## src/rtl/conv_pkg.sv

```systemverilog
// rtl/conv_pkg.sv - shared types, widths and size helpers for the convolution sequencer
//   conv_state_t : sequencer FSM states
//   FM_W/WT_W/P_W: feature-map pixel, weight lane and PE result widths
//   n_pix/n_out  : pixel count of the feature map, output count of one pass
package conv_pkg;

    localparam int FM_W = 30;
    localparam int WT_W = 18;
    localparam int P_W  = 48;

    typedef enum logic [1:0] {
        IDLE   = 2'd0,
        STREAM = 2'd1,
        DRAIN  = 2'd2,
        DONE   = 2'd3
    } conv_state_t;

    function automatic int n_pix(input int fm);
        return fm * fm;
    endfunction

    function automatic int n_out(input int fm, input int k);
        return (fm - k + 1) * (fm - k + 1);
    endfunction

endpackage

```

## src/rtl/conv_out_writer.sv

```systemverilog
// rtl/conv_out_writer.sv - PE result capture into the output buffer with overflow detection
//   i_clk, i_rst        : clock, synchronous active-high reset
//   i_clear             : zero the output count (pass start)
//   i_active            : capture window (STREAM/DRAIN)
//   i_valid, i_p        : PE result strobe and value
//   o_wr_en/addr/data   : registered output-buffer write
//   o_complete          : this cycle completes (or has completed) the output set
//   o_ovf               : a valid arrived with the output set already full
module conv_out_writer
    import conv_pkg::*;
#(
    parameter int OUT_ADDR_W = 8,
    parameter int N_OUT      = 9
) (
    input  logic                  i_clk,
    input  logic                  i_rst,
    input  logic                  i_clear,
    input  logic                  i_active,
    input  logic                  i_valid,
    input  logic [P_W-1:0]        i_p,
    output logic                  o_wr_en,
    output logic [OUT_ADDR_W-1:0] o_wr_addr,
    output logic [P_W-1:0]        o_wr_data,
    output logic                  o_complete,
    output logic                  o_ovf
);

    // One extra bit so the count can sit at N_OUT without wrapping.
    localparam int CNT_W = OUT_ADDR_W + 1;
    localparam logic [CNT_W-1:0] CNT_FULL = CNT_W'(N_OUT);
    localparam logic [CNT_W-1:0] CNT_LAST = CNT_W'(N_OUT - 1);

    logic [CNT_W-1:0]      count_q, count_d;
    logic                  wr_en_q, wr_en_d;
    logic [OUT_ADDR_W-1:0] wr_addr_q, wr_addr_d;
    logic [P_W-1:0]        wr_data_q, wr_data_d;
    logic                  accept;

    always_comb begin
        count_d   = count_q;
        wr_en_d   = 1'b0;
        wr_addr_d = wr_addr_q;
        wr_data_d = wr_data_q;
        accept    = 1'b0;
        o_ovf     = 1'b0;
        if (i_clear) begin
            count_d = '0;
        end else if (i_active && i_valid) begin
            if (count_q < CNT_FULL) begin
                accept    = 1'b1;
                wr_en_d   = 1'b1;
                wr_addr_d = count_q[OUT_ADDR_W-1:0];
                wr_data_d = i_p;
                count_d   = count_q + CNT_W'(1);
            end else begin
                o_ovf = 1'b1;
            end
        end
    end

    // Completion either on the accepting cycle of the last result, or later if
    // the set filled up early (results arriving while still streaming).
    assign o_complete = i_active && ((accept && (count_q == CNT_LAST)) || (count_q >= CNT_FULL));

    always_ff @(posedge i_clk) begin
        if (i_rst) begin
            count_q   <= '0;
            wr_en_q   <= 1'b0;
            wr_addr_q <= '0;
            wr_data_q <= '0;
        end else begin
            count_q   <= count_d;
            wr_en_q   <= wr_en_d;
            wr_addr_q <= wr_addr_d;
            wr_data_q <= wr_data_d;
        end
    end

    assign o_wr_en   = wr_en_q;
    assign o_wr_addr = wr_addr_q;
    assign o_wr_data = wr_data_q;

endmodule

```

## src/rtl/conv_sequencer.sv

```systemverilog
// rtl/conv_sequencer.sv - runs one convolution pass on an attached PE
//   i_clk, i_rst                 : clock, synchronous active-high reset
//   i_start, i_weight            : pass start pulse (IDLE only) and kernel weights
//   o_busy, o_done, o_err        : pass in progress, completion pulse, sticky error
//   o_fm_rd, o_fm_addr, i_fm_data: FM memory read port (data one cycle after read)
//   o_pe_en, o_DataFM, o_Weight  : PE drive
//   i_pe_valid, i_pe_P           : PE result
//   o_wr_en/addr/data            : output-buffer write port
module conv_sequencer
    import conv_pkg::*;
#(
    parameter int KERNEL_SIZE = 2,
    parameter int FM_SIZE     = 4,
    parameter int FM_ADDR_W   = 8,
    parameter int OUT_ADDR_W  = 8,
    parameter int DRAIN_MAX   = 32
) (
    input  logic                                  i_clk,
    input  logic                                  i_rst,
    input  logic                                  i_start,
    input  logic [KERNEL_SIZE*KERNEL_SIZE*WT_W-1:0] i_weight,
    output logic                                  o_busy,
    output logic                                  o_done,
    output logic                                  o_err,
    output logic                                  o_fm_rd,
    output logic [FM_ADDR_W-1:0]                  o_fm_addr,
    input  logic [FM_W-1:0]                       i_fm_data,
    output logic                                  o_pe_en,
    output logic [FM_W-1:0]                       o_DataFM,
    output logic [KERNEL_SIZE*KERNEL_SIZE*WT_W-1:0] o_Weight,
    input  logic                                  i_pe_valid,
    input  logic [P_W-1:0]                        i_pe_P,
    output logic                                  o_wr_en,
    output logic [OUT_ADDR_W-1:0]                 o_wr_addr,
    output logic [P_W-1:0]                        o_wr_data
);

    localparam int N_PIX = n_pix(FM_SIZE);
    localparam int N_OUT = n_out(FM_SIZE, KERNEL_SIZE);
    localparam int W_W   = KERNEL_SIZE * KERNEL_SIZE * WT_W;
    localparam int DR_W  = $clog2(DRAIN_MAX + 1);
    localparam logic [FM_ADDR_W-1:0] LAST_ADDR = FM_ADDR_W'(N_PIX - 1);
    localparam logic [DR_W-1:0]      DRAIN_LAST = DR_W'(DRAIN_MAX - 1);

    conv_state_t          state_q, state_d;
    logic [FM_ADDR_W-1:0] addr_q, addr_d;
    logic                 rd_dly_q, rd_dly_d;
    logic                 pe_en_q, pe_en_d;
    logic [FM_W-1:0]      data_fm_q, data_fm_d;
    logic [W_W-1:0]       weight_q, weight_d;
    logic [DR_W-1:0]      drain_q, drain_d;
    logic                 err_q, err_d;

    logic                 start_acc;
    logic                 wr_active;
    logic                 wr_complete;
    logic                 wr_ovf;

    assign wr_active = (state_q == STREAM) || (state_q == DRAIN);

    always_comb begin
        state_d   = state_q;
        addr_d    = addr_q;
        rd_dly_d  = 1'b0;
        pe_en_d   = 1'b0;
        data_fm_d = '0;
        weight_d  = weight_q;
        drain_d   = drain_q;
        err_d     = err_q | wr_ovf;
        start_acc = 1'b0;

        case (state_q)
            IDLE: begin
                if (i_start) begin
                    start_acc = 1'b1;
                    weight_d  = i_weight;
                    err_d     = 1'b0;
                    addr_d    = '0;
                    drain_d   = '0;
                    state_d   = STREAM;
                end
            end
            STREAM: begin
                rd_dly_d = 1'b1;
                // The PE enable rises with the first returned pixel and then
                // never drops until DONE, since a low i_en resets the PE.
                pe_en_d   = rd_dly_q;
                data_fm_d = rd_dly_q ? i_fm_data : '0;
                if (addr_q == LAST_ADDR) begin
                    addr_d  = '0;
                    state_d = DRAIN;
                end else begin
                    addr_d = addr_q + FM_ADDR_W'(1);
                end
            end
            DRAIN: begin
                drain_d = drain_q + DR_W'(1);
                // Completion outranks the timeout when both land together.
                if (wr_complete) begin
                    state_d = DONE;
                end else if (drain_q == DRAIN_LAST) begin
                    state_d = DONE;
                    err_d   = 1'b1;
                end
                if (state_d != DONE) begin
                    pe_en_d = 1'b1;
                    // First drain cycle still carries the last pixel's data.
                    data_fm_d = rd_dly_q ? i_fm_data : '0;
                end
            end
            DONE: begin
                state_d = IDLE;
            end
            default: begin
                state_d = IDLE;
            end
        endcase
    end

    always_ff @(posedge i_clk) begin
        if (i_rst) begin
            state_q   <= IDLE;
            addr_q    <= '0;
            rd_dly_q  <= 1'b0;
            pe_en_q   <= 1'b0;
            data_fm_q <= '0;
            weight_q  <= '0;
            drain_q   <= '0;
            err_q     <= 1'b0;
        end else begin
            state_q   <= state_d;
            addr_q    <= addr_d;
            rd_dly_q  <= rd_dly_d;
            pe_en_q   <= pe_en_d;
            data_fm_q <= data_fm_d;
            weight_q  <= weight_d;
            drain_q   <= drain_d;
            err_q     <= err_d;
        end
    end

    conv_out_writer #(
        .OUT_ADDR_W (OUT_ADDR_W),
        .N_OUT      (N_OUT)
    ) u_out_writer (
        .i_clk      (i_clk),
        .i_rst      (i_rst),
        .i_clear    (start_acc),
        .i_active   (wr_active),
        .i_valid    (i_pe_valid),
        .i_p        (i_pe_P),
        .o_wr_en    (o_wr_en),
        .o_wr_addr  (o_wr_addr),
        .o_wr_data  (o_wr_data),
        .o_complete (wr_complete),
        .o_ovf      (wr_ovf)
    );

    assign o_busy    = (state_q != IDLE);
    assign o_done    = (state_q == DONE);
    assign o_err     = err_q;
    assign o_fm_rd   = (state_q == STREAM);
    assign o_fm_addr = addr_q;
    assign o_pe_en   = pe_en_q;
    assign o_DataFM  = data_fm_q;
    assign o_Weight  = weight_q;

endmodule

```

## config.mk

```make
export PLATFORM = sky130hd
export DESIGN_NAME = conv_sequencer
export DESIGN_NICKNAME = d
export VERILOG_FILES = /design/src/rtl/conv_pkg.sv /design/src/rtl/conv_out_writer.sv /design/src/rtl/conv_sequencer.sv
export SDC_FILE = /design/constraint.sdc
export NUM_CORES = 1
export LEC_CHECK = 0
export BUFFER_PORTS_ARGS = -buffer_cell sky130_fd_sc_hd__buf_4
export CAP_MARGIN = 15
export CORE_AREA = 4 4 125 127
export CTS_CLUSTER_SIZE = 16
export DETAILED_ROUTE_END_ITERATION = 8
export DIE_AREA = 0 0 129 131
export GPL_TIMING_DRIVEN = 1
export PLACE_DENSITY = 0.79
export SETUP_SLACK_MARGIN = 0.2
export SLEW_MARGIN = 20
export SYNTH_ARGS = -nofsm -noshare
export SYNTH_HDL_FRONTEND = slang
export SYNTH_SLANG_ARGS = --single-unit
export TNS_END_PERCENT = 20
```

## constraint.sdc

```tcl
create_clock -name i_clk -period 3.5 [get_ports i_clk]
set_clock_uncertainty 0.2 [all_clocks]
set_input_delay 0.35 -clock i_clk [delete_from_list [all_inputs] [get_ports i_clk]]
set_output_delay 0.35 -clock i_clk [all_outputs]
set_load 0.1 [all_outputs]
```

==> metrics.txt <==
Post-synth top flop dfxtp_1; Power Internal ~0.0048 W; final slew viol count 0; Combinational Power Share 49.0%; area of the mapped netlist 6570 sq um; antenna violations before repair 1; f_max between 0.3 and 0.4 GHz; Reg power frac 28.9%; Die Width 129 um; CP Buf/Inv Count 3; Lkg Pwr 5.14 nW; first-pass GRT wire length 36.1 mm; area delta synth->final 71.0%; CP max-delay cell nand2_2; crit path capture u_out_writer.o_wr_data[24]; total grt overflow 0; critical path's most frequent cell buf_4; routed len/inst around 17 um; DRC 0; ANT nets after route 0; R2R Setup Slk between 0.8 and 0.9 ns; NetSw 0.00467 W; launch point of the worst reg-to-reg path state_q[0]; Synth area leaders dfxtp_1 (57%), nand2_1 (12%), a21oi_1 (10%); kind of critical path reg -> reg; share of the synthesized area in the top cell type 57.0%; clk root buf clkbuf_16; DR vias 7,093; worst hold slack ~0.024 ns; Final Hold Violating Endpoints 0; instance count on the critical path 8; Syn Nets 939; status finished clean; delay-heaviest family, CP simple AND/OR/NAND/NOR gates; CP Max Fanout 37; mean area per synthesized cell 8.47 sq um; Design Power between 0.009 and 0.01 W; Final #Nets 1,392; Worst Setup SP state_q[0]; Async SR Flop Fraction 0%; worst skew pair latency 0.42 ns; cell row count 44; DR iter-0 viols 429; setup violators final 0; Die ar. 16,900 sq um; share of layout cells above drive strength 1 29.9%; Overall Global Routing Usage 27.1%; vias in the first global route 7,188; most frequent cells in the layout buf_4 (334), nand2_1 (216), dfxtp_1 (187), dlygate4sd3_1 (149), a21oi_1 (130); GP Congestion ~0.83; RSZ-0062 raised after global routing no; CTS Buf Count 17; Synth Instances 776; Util after Layout 77.9%; Worst EP required ~3.6 ns; Final Cycle Share 76.5%; vias per cell 4.97; sw frac 49.4%; CP endpoint kind flip-flop; warnings from Yosys 0; maximum vdd drop between 0.6 and 0.7 mV; final worst path period need 2.68 ns; commonest non-fill, non-tap cell in the layout buf_4; worst r2r path cells 8; drt total wl 24.0 mm; largest net degree at the start of global routing approximately 80; number of synthesized register bits 187; core box area around 14,000 sq um; H-tree depth 4; Setup TNS Final 0 ns; Slew HR a little over two fifths; cell taking the most area after synthesis dfxtp_1; DR pass1 iterations 5; crit start category flip-flop; worst hold path class in -> reg; die height 131 um; crit path DAT approximately 2.8 ns; Clock Sinks 187; Initial Util a little under half; IO Pins 326; IO Port Bufs approximately 330; Power Dens Cells 842 nW/um^2; clk slew on worst S/H paths 0.07 ns; Netlist cell types 40; clock tree buffer depth 2; CTS tree built; clock share of power between 20% and 30%; max incr delay on CP about 0.42 ns; max-capacitance violation count 0; number of flops mapped to enable cells by yosys 0; RR Endpoint u_out_writer.o_wr_data[24]; CP Cell Sequence inv_1, ha_1, nand2_1, and4b_1, buf_4, nand2_2, buf_4, a21oi_1; detailed placement HPWL 13.6 mm; Worst-Margin Slew 0.843 ns; register area share after synthesis 57.0%
[stage by stage]
stage | setup slack, ns | cells | instance area [sq um]
finish | 0.821 | 1428 | 11200
global placement | 0.982 | 1245 | 9100
detailed placement | 0.870 | 1245 | 9100
floorplan | 0.977 | 776 | 6570
CTS | 0.861 | 1426 | 11200
global route | 0.624 | 1427 | 11200
[registers in the layout (all words and copies together), names as in the netlist]
register and cells:
rd_dly_q 1, u_out_writer.count_q 9, o_fm_addr 8, o_Weight 72, o_err 1, u_out_writer.o_wr_data 48, u_out_writer.o_wr_en 1, o_DataFM 30
drain_q 6, state_q 2, o_pe_en 1, u_out_writer.o_wr_addr 8
[cell usage after synthesis, drive strengths merged (4+ instances only)]
library cell,number
a21oi,131
and2,31
a21boi,5
nand3,8
and3,9
ha,9
mux2i,4
nor3,8
o21ai,6
clkbuf,28
xnor2,4
nand2,218
buf,21
dfxtp,187
nor2,69
inv,9
[logic make-up (layout without fill, tap and decap cells)]
family | Yosys count | count (layout) | synth area share [%]
xor+xnor | 7 | 7 | 0.933
other cells | 0 | 2 | 0
compound gates | 157 | 157 | 13.2
fa+ha+maj | 9 | 9 | 1.71
flops | 187 | 187 | 57.0
buf+inv | 58 | 524 | 3.87
simple gates | 354 | 354 | 22.7
mux | 4 | 4 | 0.609
[worst register-to-register path: cells and delay by family, from the launching register on]
kind / cells / cell delay, ns
simple gates: 3 / 0.80
compound gates: 1 / 0.17
fa+ha+maj: 1 / 0.41
buf+inv: 3 / 0.65
flops: 1 / 0.38
[repair_timing]
action,4_1_cts,5_1_grt
buffers inserted,0,0
endpoints found under the hold margin,152,0
gates resized for setup,0,0
hold buffers,149,0
[power by group through the flow]
stage | clock network, W | registers [W] | logic, W
after floorplan | 0 | 0.00533 | 0.000895
after global placement | 0 | 0.00274 | 0.00441
after global routing | 0.00223 | 0.00277 | 0.00479
after CTS | 0.00213 | 0.00271 | 0.00460
final | 0.00210 | 0.00273 | 0.00463
after detailed placement | 0 | 0.00276 | 0.00444
[cell type report]
class / instances / area [sq um]
diodes: 2 / 5.00
flip-flops and latches: 187 / 3740
well taps: 184 / 230
repair buffers: 483 / 4000
clock inverters: 10 / 188
clock buffers: 22 / 454
inverters: 9 / 33.8
multi-input cells: 531 / 2580
fillers: 921 / 3190
[layer usage]
layer | up-vias | share of wire [%] | global-route usage, %
li1 | 3427 | - | -
met1 | 3295 | 36 | 28.3
met2 | 276 | 53 | 49.9
met3 | 95 | 5.5 | 6.02
met4 | 0 | 5.3 | 16.0
met5 | - | 0 | 0
[worst min-delay path by stage]
stage / from / to / slack [ns] / cells after the start
final: i_pe_P[46] / u_out_writer.o_wr_data[46] / 0.02 / 3
after global routing: i_pe_P[46] / u_out_writer.o_wr_data[46] / 0.03 / 3
after CTS: i_weight[8] / o_Weight[8] / 0.003 / 3
after detailed placement: u_out_writer.o_wr_data[19] / u_out_writer.o_wr_data[19] / 0.24 / 2
after global placement: u_out_writer.o_wr_data[20] / u_out_writer.o_wr_data[20] / 0.24 / 2
after floorplan: rd_dly_q / o_pe_en / 0.24 / 2
(Power assumes the default switching activity.)
